### config.mk
export PLATFORM = sky130hd
export DESIGN_NAME = sample_out_ctrl
export DESIGN_NICKNAME = d
export VERILOG_FILES = /design/src/rtl/reverb_pkg.sv /design/src/rtl/sample_fifo.sv /design/src/rtl/sample_out_ctrl.sv
export SDC_FILE = /design/constraint.sdc
export NUM_CORES = 1
export LEC_CHECK = 0
export ABC_AREA = 1
export BUFFER_PORTS_ARGS = -buffer_cell sky130_fd_sc_hd__buf_2
export CORE_ASPECT_RATIO = 0.75
export CORE_UTILIZATION = 55
export CTS_CLUSTER_DIAMETER = 50
export DETAILED_ROUTE_END_ITERATION = 12
export GPL_ROUTABILITY_DRIVEN = 0
export PLACE_DENSITY = 0.83
export SLEW_MARGIN = 0
export SYNTH_ARGS = -nofsm -noshare
export SYNTH_HDL_FRONTEND = slang
export SYNTH_SLANG_ARGS = --single-unit
export TNS_END_PERCENT = 1
### constraint.sdc
create_clock -name clk -period 11 [get_ports clk]
set_input_delay 1.1 -clock clk [delete_from_list [all_inputs] [get_ports clk]]
set_output_delay 1.1 -clock clk [all_outputs]
set_load 0.01 [all_outputs]
### src/rtl/reverb_pkg.sv
// Shared types and default sizes for the reverberation processor output path.
package reverb_pkg;

   localparam int SAMPLE_W       = 32;
   localparam int OUT_FIFO_DEPTH = 8;

   typedef enum logic [1:0] {
      IDLE  = 2'd0,
      RUN   = 2'd1,
      DRAIN = 2'd2,
      DONE  = 2'd3
   } ctrl_state_e;

   typedef enum logic {
      CHAN_OUT1 = 1'b0,
      CHAN_OUT2 = 1'b1
   } chan_e;

endpackage

### src/rtl/sample_fifo.sv
// Registered-storage FIFO with first-word-fall-through head and synchronous flush.
module sample_fifo #(
   parameter int WIDTH = 33,
   parameter int DEPTH = 8
) (
   input  logic                       clk,
   input  logic                       rst,
   input  logic                       flush,
   input  logic                       push,
   input  logic [WIDTH-1:0]           wdata,
   input  logic                       pop,
   output logic [WIDTH-1:0]           rdata,
   output logic                       full,
   output logic                       empty,
   output logic [$clog2(DEPTH):0]     count
);

   localparam int AW = $clog2(DEPTH);
   localparam logic [AW:0] FULL_CNT = (AW+1)'(DEPTH);

   logic [WIDTH-1:0] mem [DEPTH];
   logic [AW-1:0]    wr_ptr;
   logic [AW-1:0]    rd_ptr;
   logic [AW:0]      cnt;
   logic             push_ok;
   logic             pop_ok;

   // A push while full is refused even when a pop frees a slot in the same cycle.
   assign full    = (cnt == FULL_CNT);
   assign empty   = (cnt == '0);
   assign push_ok = push && !full;
   assign pop_ok  = pop && !empty;
   assign rdata   = mem[rd_ptr];
   assign count   = cnt;

   always_ff @(posedge clk) begin
      if (!rst || flush) begin
         wr_ptr <= '0;
         rd_ptr <= '0;
         cnt    <= '0;
      end else begin
         if (push_ok) wr_ptr <= wr_ptr + AW'(1);
         if (pop_ok)  rd_ptr <= rd_ptr + AW'(1);
         case ({push_ok, pop_ok})
            2'b10:   cnt <= cnt + (AW+1)'(1);
            2'b01:   cnt <= cnt - (AW+1)'(1);
            default: cnt <= cnt;
         endcase
      end
   end

   always_ff @(posedge clk) begin
      if (push_ok && rst && !flush) mem[wr_ptr] <= wdata;
   end

endmodule

### src/rtl/sample_out_ctrl.sv
// Output-side run controller: tags processor samples with a channel, buffers them
// and drains them to the sink over valid/ready, counting deliveries per channel.
module sample_out_ctrl
   import reverb_pkg::*;
#(
   parameter int DATA_W = SAMPLE_W,
   parameter int DEPTH  = OUT_FIFO_DEPTH,
   parameter int CNT_W  = 20
) (
   input  logic              clk,
   input  logic              rst,
   input  logic              start,
   input  logic              abort,
   input  logic              modeSelector,
   input  logic [CNT_W-1:0]  n_samples,
   input  logic              write,
   input  logic [DATA_W-1:0] Data,
   output logic              stall,
   output logic              out_valid,
   input  logic              out_ready,
   output logic [DATA_W-1:0] out_data,
   output logic              out_chan,
   output logic              busy,
   output logic              done,
   output logic              overflow,
   output logic [CNT_W-1:0]  cnt_out1,
   output logic [CNT_W-1:0]  cnt_out2,
   output logic [1:0]        dbg_state
);

   // Sink handshake: a sample transfers on any rising edge where out_valid && out_ready;
   // out_valid never drops and out_data/out_chan never change until that transfer happens.

   localparam int AW = $clog2(DEPTH);

   ctrl_state_e        state;
   ctrl_state_e        state_next;
   chan_e              run_mode;
   logic [CNT_W-1:0]   run_len;
   logic [CNT_W-1:0]   accepted;
   logic               len_reached;
   logic               f_push;
   logic               f_pop;
   logic               f_full;
   logic               f_empty;
   logic [DATA_W:0]    f_rdata;
   logic [AW:0]        f_count;
   logic               drop;
   logic               start_ok;

   assign len_reached = (accepted == run_len);
   assign start_ok    = (state == IDLE) && start && !abort;
   assign f_push      = (state == RUN) && write && !f_full && !len_reached && !abort;
   assign drop        = (state == RUN) && write &&  f_full && !len_reached && !abort;
   assign f_pop       = out_valid && out_ready && !abort;

   assign stall     = (f_count == (AW+1)'(DEPTH));
   assign out_valid = !f_empty;
   // Gate the head with valid so idle/reset output is zero rather than stale storage.
   assign out_data  = out_valid ? f_rdata[DATA_W-1:0] : '0;
   assign out_chan  = out_valid & f_rdata[DATA_W];
   assign busy      = (state != IDLE);
   assign done      = (state == DONE);
   assign dbg_state = state;

   sample_fifo #(
      .WIDTH (DATA_W + 1),
      .DEPTH (DEPTH)
   ) u_fifo (
      .clk   (clk),
      .rst   (rst),
      .flush (abort),
      .push  (f_push),
      .wdata ({run_mode, Data}),
      .pop   (f_pop),
      .rdata (f_rdata),
      .full  (f_full),
      .empty (f_empty),
      .count (f_count)
   );

   always_comb begin
      state_next = state;
      if (abort) begin
         state_next = IDLE;
      end else begin
         case (state)
            IDLE:    if (start)       state_next = RUN;
            RUN:     if (len_reached) state_next = DRAIN;
            DRAIN:   if (f_empty)     state_next = DONE;
            DONE:                     state_next = IDLE;
            default:                  state_next = IDLE;
         endcase
      end
   end

   always_ff @(posedge clk) begin
      if (!rst) begin
         state    <= IDLE;
         run_mode <= CHAN_OUT1;
         run_len  <= '0;
         accepted <= '0;
         cnt_out1 <= '0;
         cnt_out2 <= '0;
         overflow <= 1'b0;
      end else begin
         state <= state_next;
         if (start_ok) begin
            run_mode <= chan_e'(modeSelector);
            run_len  <= n_samples;
            accepted <= '0;
            cnt_out1 <= '0;
            cnt_out2 <= '0;
            overflow <= 1'b0;
         end else begin
            if (f_push) accepted <= accepted + CNT_W'(1);
            if (drop)   overflow <= 1'b1;
            // Delivery counters saturate instead of wrapping.
            if (f_pop) begin
               if (chan_e'(f_rdata[DATA_W]) == CHAN_OUT2) begin
                  if (cnt_out2 != '1) cnt_out2 <= cnt_out2 + CNT_W'(1);
               end else begin
                  if (cnt_out1 != '1) cnt_out1 <= cnt_out1 + CNT_W'(1);
               end
            end
         end
      end
   end

endmodule

==> flow_metrics.tcl <==
set metrics [dict create \
    ctsHtreeMaxLevel 2 \
    synthFlopType "edfxtp_1" \
    dp_hpwl_mm 20.81 \
    io_buffers 138 \
    synth_nets 1631 \
    clock_latency_ps 510 \
    cts_resized 0 \
    grt_max_degree 90 \
    slew_headroom_pct 29.51 \
    critPathLaunchType "register" \
    tightest_slew_ps 1056 \
    synth.largest_area_cell "edfxtp_1" \
    ys_async_sr_fraction_pct 0 \
    yosys_register_bits 361 \
    clockBufferDepth 3 \
    synth_most_common_cell "nor2_1" \
    place_ws_ps 6996 \
    ir_worst_vdd_uv 101.9 \
    ant_nets 0 \
    post_cts_buffers 0 \
    cts-root-buf "clkbuf_16" \
    p_per_area_nw_per_um2 159.6 \
    synth_common_cells "nor2_1 (281), edfxtp_1 (264), nand2_1 (238)" \
    min_period_ps 4424 \
    drc 0 \
    die_area_um2 29110 \
    reg2reg_setup_slack_ps 7370 \
    setup_viol 0 \
    hold_viol 0 \
    fin_tns_setup_ps 0 \
    final_core_util_pct 63.86 \
    period_share_pct 40.22 \
    diodes 0 \
    p_leak_nw 6.421 \
    worstHoldEndpoint "overflow" \
    cts_inserted_buffers 36 \
    crit_arrival_ps 3320 \
    fmax_ghz 0.2260 \
    yosys-top-cells-area "edfxtp_1 (51%), dfxtp_1 (12%), nor2_1 (6.7%)" \
    grtUsageTotal_pct 24.03 \
    grt_pass1_wl_mm 55.58 \
    postCtsHoldBufs 0 \
    wl_per_cell_um 17.11 \
    drt-initial-drc-count 1151 \
    coreArea_um2 27980 \
    synth-edff-count 264 \
    fill_cells 2220 \
    synth.yosys.seq_area_share_pct 63.14 \
    cp.required_ps 9900 \
    multi_input_area_um2 5126 \
    clk_pin_slew_ps 60 \
    start_util_pct 55.86 \
    synth_area_um2 15630 \
    rows 53 \
    area_growth_syn_to_layout_pct 14.32 \
    netlist_instances 1558 \
    clock-sinks 361 \
    min-delay-start "overflow" \
    min_path_cells 2 \
    rsz0062_at_grt "no" \
    grt_overflow 0 \
    tritoncts "done" \
    ioPinCount 139 \
    finalClockSkew_ps 16.73 \
    fp.dieH_um 148.0 \
    yosys_warnings 0 \
    placed_area_um2 16610 \
    drv_slew 0 \
    setup_ws_ps 6576 \
    seq_area_um2 9874 \
    critPathMaxFanout 72 \
    end_kind "output port" \
    crit_type "reg -> out" \
    chipWidth_um 196.7 \
    grt_pass1_vias 10807 \
    num_vias 11717 \
    vias_per_cell 5.620 \
    hold_path.class "reg -> reg" \
    synth_area_per_cell_um2 10.03 \
    ys_types 40 \
    routed_wl_mm 35.68 \
    drv_cap 0 \
    fin_hold_ws_ps 458.1 \
    rr_endpoint "cnt_out1[9]" \
    num-nets-final 1745 \
    drive_above_1_share_pct 15.53 \
    reg2reg_depth 10 \
    antenna_found_initial 2 \
    final_area_um2 17870 \
    first_pass_iters 6 \
    status "finished clean" \
    yosysTopAreaCellShare_pct 50.72 \
]
-- layout make-up --
class / instances / share of cell area [%]
clock inverter: 22 / 1.617
inverter: 89 / 1.883
sequential: 361 / 55.26
timing repair buffer: 151 / 4.411
clock buffer: 44 / 5.447
tap: 385 / 2.696
multi-input combinational: 1033 / 28.69
-- cell families (layout without fill, tap and decap cells) --
family          after synthesis  after routing  share of synthesized area, %
simple gates                621            621                         16.56
compound gates              347            347                         11.89
buf+inv                     164            306                         4.386
xor+xnor                     51             51                         2.858
fa+ha+maj                    14             14                         1.169
flops                       361            361                         63.14
-- critical path, stage by stage (launching register included) --
cell      delay (ps)
dfxtp_4          660
clkinv_2         720
buf_4            590
o21ai_0          290
o22ai_1          120
o21ai_0          170
a31oi_1           60
buf_2            170
-- where the power goes --
group	total, mW	leakage, nW	switching, mW	internal [mW]
logic	0.0816	2.64	0.0558	0.0258
clock network	1.30	0.616	0.502	0.797
registers	1.47	3.16	0.00620	1.47
-- cell usage in the layout (no fill, tap or decap), drive strengths merged --
cell,Yosys,final
nand4,12,12
nand3b,4,4
or2,3,3
dfxtp,97,97
xnor2,20,20
clkinv,2,14
nor2,286,286
nor3b,6,6
fa,1,1
clkinvlp,0,1
o22ai,32,32
nand2,240,240
and2,1,1
clkbuf,47,44
bufinv,0,7
inv,87,89
o21ai,197,197
nor3,21,21
a21oi,86,86
a31oi,32,32
ha,13,13
nor4,1,1
nand3,47,47
edfxtp,264,264
xor2,31,31
buf,28,151
-- registers in the layout (all words and copies together) (netlist names), named ones only --
| register | count |
|---|---|
| u_fifo.count | 4 |
| cnt_out1 | 20 |
| cnt_out2 | 20 |
| dbg_state | 2 |
| u_fifo.mem | 264 |
| accepted | 20 |
| u_fifo.rd_ptr | 3 |
| overflow | 1 |
| run_len | 20 |
| run_mode | 1 |
| u_fifo.wr_ptr | 3 |
-- routing by layer --
layer / wire length [um] / global-route usage [%] / up-vias
li1: - / - / 5589
met1: 15570 / 34.59 / 5549
met2: 16460 / 37.75 / 513
met3: 2909 / 4.130 / 64
met4: 729 / 6.822 / 2
met5: 13 / 0 / -
-- metrics by stage --
stage / power (mW) / std cells
floorplan: 1.546 / 1558
global placement: 1.578 / 2019
detailed placement: 1.582 / 2019
CTS: 2.869 / 2085
global route: 2.933 / 2085
finish: 2.853 / 2085
-- worst max path at each step --
stage	end	slack, ps	depth (start not counted)
final	out_data[28]	6580	7
after global placement	u_fifo.mem[1][15]	7040	9
after CTS	out_data[28]	6550	7
after global routing	out_data[29]	6280	7
after detailed placement	u_fifo.mem[1][15]	7000	9
after floorplan	u_fifo.mem[0][0]	6480	8
Note: power is estimated with default switching activity, not from simulation.
